<file path="config.mk">
export PLATFORM = sky130hd
export DESIGN_NAME = lsu
export DESIGN_NICKNAME = d
export VERILOG_FILES = /design/src/rtl/lsu.sv
export SDC_FILE = /design/constraint.sdc
export NUM_CORES = 1
export LEC_CHECK = 0
export CORE_ASPECT_RATIO = 0.8
export CORE_MARGIN = 3
export CORE_UTILIZATION = 42
export CTS_CLUSTER_SIZE = 10
export DETAILED_ROUTE_END_ITERATION = 16
export PLACE_DENSITY_LB_ADDON = 0.15
export SLEW_MARGIN = 20
export SYNTH_ARGS = -nofsm -noshare
export SYNTH_HDL_FRONTEND = slang
export SYNTH_SLANG_ARGS = --single-unit
export TNS_END_PERCENT = 50
</file>
<file path="constraint.sdc">
create_clock -name clk -period 5.4 [get_ports clk]
set_clock_uncertainty 0.05 [all_clocks]
set_input_delay 1.35 -clock clk [delete_from_list [all_inputs] [get_ports clk]]
set_output_delay 1.35 -clock clk [all_outputs]
set_load 0.05 [all_outputs]
</file>
<file path="src/rtl/lsu.sv">
// lsu: RISC-V load/store unit in front of a big-endian, byte-addressed memory with one-cycle registered read.
// Optional feature macro LSU_MISALIGN_TRAP_EN rejects misaligned halfword/word accesses.
module lsu #(
    parameter int M = 10
) (
    input  logic         clk,
    input  logic         rst_n,
    input  logic         req_valid,
    output logic         req_ready,
    input  logic         req_we,
    input  logic [2:0]   req_funct3,
    input  logic [31:0]  req_addr,
    input  logic [31:0]  req_wdata,
    output logic         resp_valid,
    input  logic         resp_ready,
    output logic [31:0]  resp_rdata,
    output logic         resp_err,
    output logic [M+1:0] mem_address,
    output logic [31:0]  mem_mask,
    output logic         mem_wf,
    output logic [31:0]  mem_w,
    input  logic [31:0]  mem_v
);
    typedef enum logic [1:0] {IDLE, ISSUE, CAPTURE, RESP} state_t;

    // Highest byte address whose 4-byte memory access still fits.
    localparam logic [31:0] MAX_ADDR = 32'((64'd4 << M) - 64'd4);

    state_t       r_state;
    logic         r_req_ready;
    logic         r_resp_valid;
    logic         r_resp_err;
    logic [31:0]  r_resp_rdata;
    logic         r_we;
    logic [2:0]   r_funct3;
    logic [M+1:0] r_mem_address;
    logic [31:0]  r_mem_mask;
    logic         r_mem_wf;
    logic [31:0]  r_mem_w;

    logic         w_f3_ok;
    logic         w_misalign;
    logic         w_err;
    logic [31:0]  w_st_data;
    logic [31:0]  w_st_mask;
    logic [31:0]  w_lw_data;
    logic [31:0]  w_ld_data;

    always_comb begin
        w_f3_ok = req_we ? (req_funct3 inside {3'b000, 3'b001, 3'b010})
                         : (req_funct3 inside {3'b000, 3'b001, 3'b010, 3'b100, 3'b101});
`ifdef LSU_MISALIGN_TRAP_EN
        w_misalign = ((req_funct3[1:0] == 2'b01) && req_addr[0]) ||
                     ((req_funct3[1:0] == 2'b10) && (req_addr[1:0] != 2'b00));
`else
        w_misalign = 1'b0;
`endif
        w_err = !w_f3_ok || (req_addr > MAX_ADDR) || w_misalign;
    end

    // Register byte gi lives at ram[addr+gi], which the memory maps to lane 31-8*gi.
    for (genvar gi = 0; gi < 4; gi++) begin : g_lane
        assign w_st_data[31-8*gi -: 8] = req_wdata[8*gi +: 8];
        assign w_st_mask[31-8*gi -: 8] = (32'(gi) < (32'd1 << req_funct3[1:0])) ? 8'hFF : 8'h00;
        assign w_lw_data[8*gi +: 8]    = mem_v[31-8*gi -: 8];
    end

    always_comb begin
        case (r_funct3)
            3'b000:  w_ld_data = {{24{w_lw_data[7]}}, w_lw_data[7:0]};
            3'b001:  w_ld_data = {{16{w_lw_data[15]}}, w_lw_data[15:0]};
            3'b100:  w_ld_data = {24'h0, w_lw_data[7:0]};
            3'b101:  w_ld_data = {16'h0, w_lw_data[15:0]};
            default: w_ld_data = w_lw_data;
        endcase
    end

    always_ff @(posedge clk or negedge rst_n) begin
        if (!rst_n) begin
            r_state       <= IDLE;
            r_req_ready   <= 1'b1;
            r_resp_valid  <= 1'b0;
            r_resp_err    <= 1'b0;
            r_resp_rdata  <= '0;
            r_we          <= 1'b0;
            r_funct3      <= '0;
            r_mem_address <= '0;
            r_mem_mask    <= '0;
            r_mem_wf      <= 1'b0;
            r_mem_w       <= '0;
        end else begin
            case (r_state)
                IDLE: begin
                    if (req_valid) begin
                        r_we          <= req_we;
                        r_funct3      <= req_funct3;
                        r_mem_address <= req_addr[M+1:0];
                        r_req_ready   <= 1'b0;
                        if (w_err) begin
                            r_mem_wf     <= 1'b0;
                            r_mem_mask   <= '0;
                            r_mem_w      <= '0;
                            r_resp_err   <= 1'b1;
                            r_resp_valid <= 1'b1;
                            r_state      <= RESP;
                        end else begin
                            r_mem_wf   <= req_we;
                            r_mem_mask <= req_we ? w_st_mask : '0;
                            r_mem_w    <= req_we ? (w_st_data & w_st_mask) : '0;
                            r_state    <= ISSUE;
                        end
                    end
                end
                ISSUE: begin
                    r_mem_wf <= 1'b0;
                    if (r_we) begin
                        r_resp_valid <= 1'b1;
                        r_state      <= RESP;
                    end else begin
                        r_state <= CAPTURE;
                    end
                end
                CAPTURE: begin
                    r_resp_rdata <= w_ld_data;
                    r_resp_valid <= 1'b1;
                    r_state      <= RESP;
                end
                RESP: begin
                    if (resp_ready) begin
                        r_resp_valid <= 1'b0;
                        r_resp_err   <= 1'b0;
                        r_resp_rdata <= '0;
                        r_req_ready  <= 1'b1;
                        r_state      <= IDLE;
                    end
                end
                default: r_state <= IDLE;
            endcase
        end
    end

    assign req_ready   = r_req_ready;
    assign resp_valid  = r_resp_valid;
    assign resp_err    = r_resp_err;
    assign resp_rdata  = r_resp_rdata;
    assign mem_address = r_mem_address;
    assign mem_mask    = r_mem_mask;
    assign mem_wf      = r_mem_wf;
    assign mem_w       = r_mem_w;
endmodule
</file>
==> flow_summary.yaml <==
setup_path:
  max_stage_delay_ps: 840
  r2r_start: "r_state[0]"
  crit_end: "mem_w[6]"
  crit_chain: "clkdlybuf4s50_1 -> o21ai_0 -> nand3_1 -> nor4_4 -> buf_4 -> a32o_2"
  worstPathArrival_ps: 3700
  cp_top_family: "buffers and inverters"
  endpoint_kind: "register"
  regToRegEndpoint: "mem_w[6]"
  cp_max_fo: 36
  cp_num_cells: 6
  r2r_slack_ps: 3220
  path_class: "in2reg"
  crit_path_start: "req_funct3[1]"
  worst_path_max_delay_cell: "clkdlybuf4s50_1"
  ff2ff_path_depth: 6
  cp.required_ps: 5620
  cp.buffers_inverters: 2
  start_kind: "primary input"
placement:
  portBuffers: 215
  place_area_um2: 5962
  post-dp-hpwl_um: 8206
  gp_congestion: 0.8292
  place_ws_ps: 1520
synth:
  netlist_instances: 329
  yosysSeqAreaShare_pct: 56.40
  yosysUniqueCellTypes: 42
  async_reset_ff_share_pct: 100.0
  avgSynthCellArea_um2: 12.01
  synth-edff-count: 0
  ys.warnings.count: 0
  syn_area_um2: 3951
  syn-num-nets: 437
  ys.flop_type: "dfrtp_1"
  ys_seq_elements: 89
power:
  power.leakage_nw: 2.702
  pwr-share-seq_pct: 32.4
  p_comb_share_pct: 48.2
  clockPowerShare_pct: 19.3
  p_int_mw: 1.729
  p_per_area_nw_per_um2: 479.6
  switching_share_pct: 42.26
  ir_drop_uv: 349.1
  switchingPower_mw: 1.265
clock_network:
  clk_path_buf_depth: 2
  cts_buffers: 9
  root_buffer: "clkbuf_16"
  h-tree-depth: 3
  holdBufCountCts: 0
  clkTransAtPathRegs_ps: 60
  cts_setup_buffers: 0
  clock_sinks: 89
  cts_tree: "built"
  clock_latency_ps: 340
  ctsResizeCount: 0
sta:
  drv_slew: 0
  slew_headroom_pct: 45.47
  rsz0062_at_grt: "false"
  fmax_mhz: 287.8
  setup_tns_ps: 0
  holdWs_ps: 427.3
  hold_viol: 0
  timing.final.crit_share_pct: 64.35
  tightest_slew_ps: 815.4
  finalSetupViolCount: 0
  setup_slack_ps: 1925
  post-route-min-period_ps: 3475
route:
  via_count: 3296
  drcViolationCount: 0
  drtPass1Iterations: 4
  ant_nets: 0
  via_per_inst: 5.265
  wirelength_um: 11200
  drt_iter0_markers: 220
  wire_per_inst_um: 17.88
cells_and_area:
  drive_gt1_share_pct: 11.28
  syn_to_final_growth_pct: 57.98
  final_area_um2: 6242
  fill_cells: 642
  multi_input_area_um2: 1400
  area.sequential_um2: 2228
  num_antenna_cells: 0
  nets: 617
  utilization_pct: 70.77
global_routing:
  antenna_found_initial: 0
  grt_pass1_wl_um: 17770
  grt_usage_pct: 21.38
  grt_overflow: 0
  grt_max_degree: 56
  grt_pass1_vias: 3356
run:
  drv_cap: 0
die:
  dieArea_um2: 10610
  core-area_um2: 8821
  rows: 30
  die_w_um: 114.4
  start_util_pct: 44.79
  die_h_um: 92.76
  num_io_pins: 216
run_status:
  status: "finished, final reports clean"
worst_hold_path:
  hold_start: "resp_rdata[29]"
  min_path_type: "reg2reg"
metrics by stage:
| step | cells | power (mW) |
|---|---|---|
| 2_1_floorplan | 329 | 1.908 |
| 6_report | 626 | 2.994 |
| 3_3_place_gp | 610 | 2.404 |
| 5_1_grt | 626 | 3.169 |
| 3_5_place_dp | 610 | 2.435 |
| 4_1_cts | 626 | 3.026 |
logic make-up after synthesis:
family                   synth area share, %
AO/OA/AOI/OAI                          18.68
AND/OR/NAND/NOR                        10.67
flip-flops                             56.40
multiplexers                           4.528
adder cells (fa/ha/maj)                1.267
buffers and inverters                  8.454
sequential cells by signal (all words and copies together) (netlist names), 2 cells and up:
signal / cells
mem_w: 32
resp_rdata: 32
mem_address: 12
mem_mask: 3
r_funct3: 3
r_state: 2
worst min-delay path by stage:
stage	to	slack, ps	cells past startpoint
6_report	resp_rdata[29]	430	2
3_5_place_dp	resp_rdata[29]	420	2
2_1_floorplan	r_we	420	2
3_3_place_gp	resp_rdata[20]	410	2
5_1_grt	resp_rdata[29]	450	2
4_1_cts	resp_rdata[29]	430	2
power groups by stage:
| stage | clock, mW | combinational (mW) | sequential (mW) |
|---|---|---|---|
| floorplan | 0 | 0.448 | 1.46 |
| global placement | 0 | 1.43 | 0.974 |
| detailed placement | 0 | 1.45 | 0.982 |
| CTS | 0.594 | 1.46 | 0.974 |
| global route | 0.628 | 1.54 | 1.00 |
| finish | 0.579 | 1.44 | 0.971 |
metal layers:
metal / share of wire (%) / vias to the layer above / global-route usage [%]
met2: 49 / 141 / 35.32
met3: 8.4 / 10 / 8.099
li1: - / 1532 / -
met1: 42 / 1613 / 26.57
met4: 0.97 / 0 / 4.946
met5: 0 / - / 0
placed cells by master, fill, tap and decap left out, types with 2 or more instances in the layout:
master | Yosys | final
nor4_1 | 2 | 2
mux2_2 | 15 | 15
clkbuf_1 | 18 | 2
nor2b_1 | 19 | 19
clkbuf_8 | 0 | 2
o211ai_1 | 2 | 2
nand2_1 | 30 | 29
clkdlybuf4s50_1 | 0 | 214
clkbuf_16 | 0 | 9
buf_4 | 29 | 6
nor4_4 | 2 | 2
ha_1 | 4 | 4
dfrtp_1 | 88 | 88
inv_1 | 3 | 3
nand4_1 | 2 | 2
nor4_2 | 2 | 2
a22o_1 | 26 | 26
nand3_1 | 2 | 2
a21oi_1 | 4 | 3
nor2_1 | 5 | 5
clkinv_2 | 0 | 3
a32o_1 | 14 | 14
a32o_2 | 10 | 10
o21ai_0 | 28 | 28
layout make-up:
class / instances / share of cell area (%)
Multi-Input combinational cell: 186 / 22.43
Sequential cell: 89 / 35.70
Tap cell: 112 / 2.245
Inverter: 3 / 0.1804
Clock inverter: 3 / 0.2405
Clock buffer: 13 / 4.169
Timing Repair Buffer: 220 / 35.04
synthesized netlist by cell type, types with 2 or more instances:
library cell / instances / area (um2)
buf_6: 3 / 33.78
inv_1: 3 / 11.26
buf_4: 29 / 217.7
nand4_1: 2 / 12.51
nor2b_1: 19 / 118.9
dfrtp_1: 88 / 2202
nor4_4: 2 / 42.54
a32o_1: 14 / 140.1
ha_1: 4 / 50.05
mux2_2: 15 / 168.9
nand3_1: 2 / 10.01
o211ai_1: 2 / 15.01
a21oi_1: 4 / 20.02
a22o_1: 26 / 227.7
o21ai_0: 28 / 140.1
a32o_2: 10 / 112.6
clkbuf_1: 18 / 67.56
nor4_2: 2 / 25.02
nor4_1: 2 / 12.51
nand2_1: 30 / 112.6
nor2_1: 5 / 18.77
worst register-to-register path: cells and delay by family (launching register included):
family	cells	cell delay, ps
fa+ha+maj	1	430
flops	1	400
simple gates	2	470
buf+inv	2	530
compound gates	1	250
No activity file was read; power rests on OpenSTA's default activity.
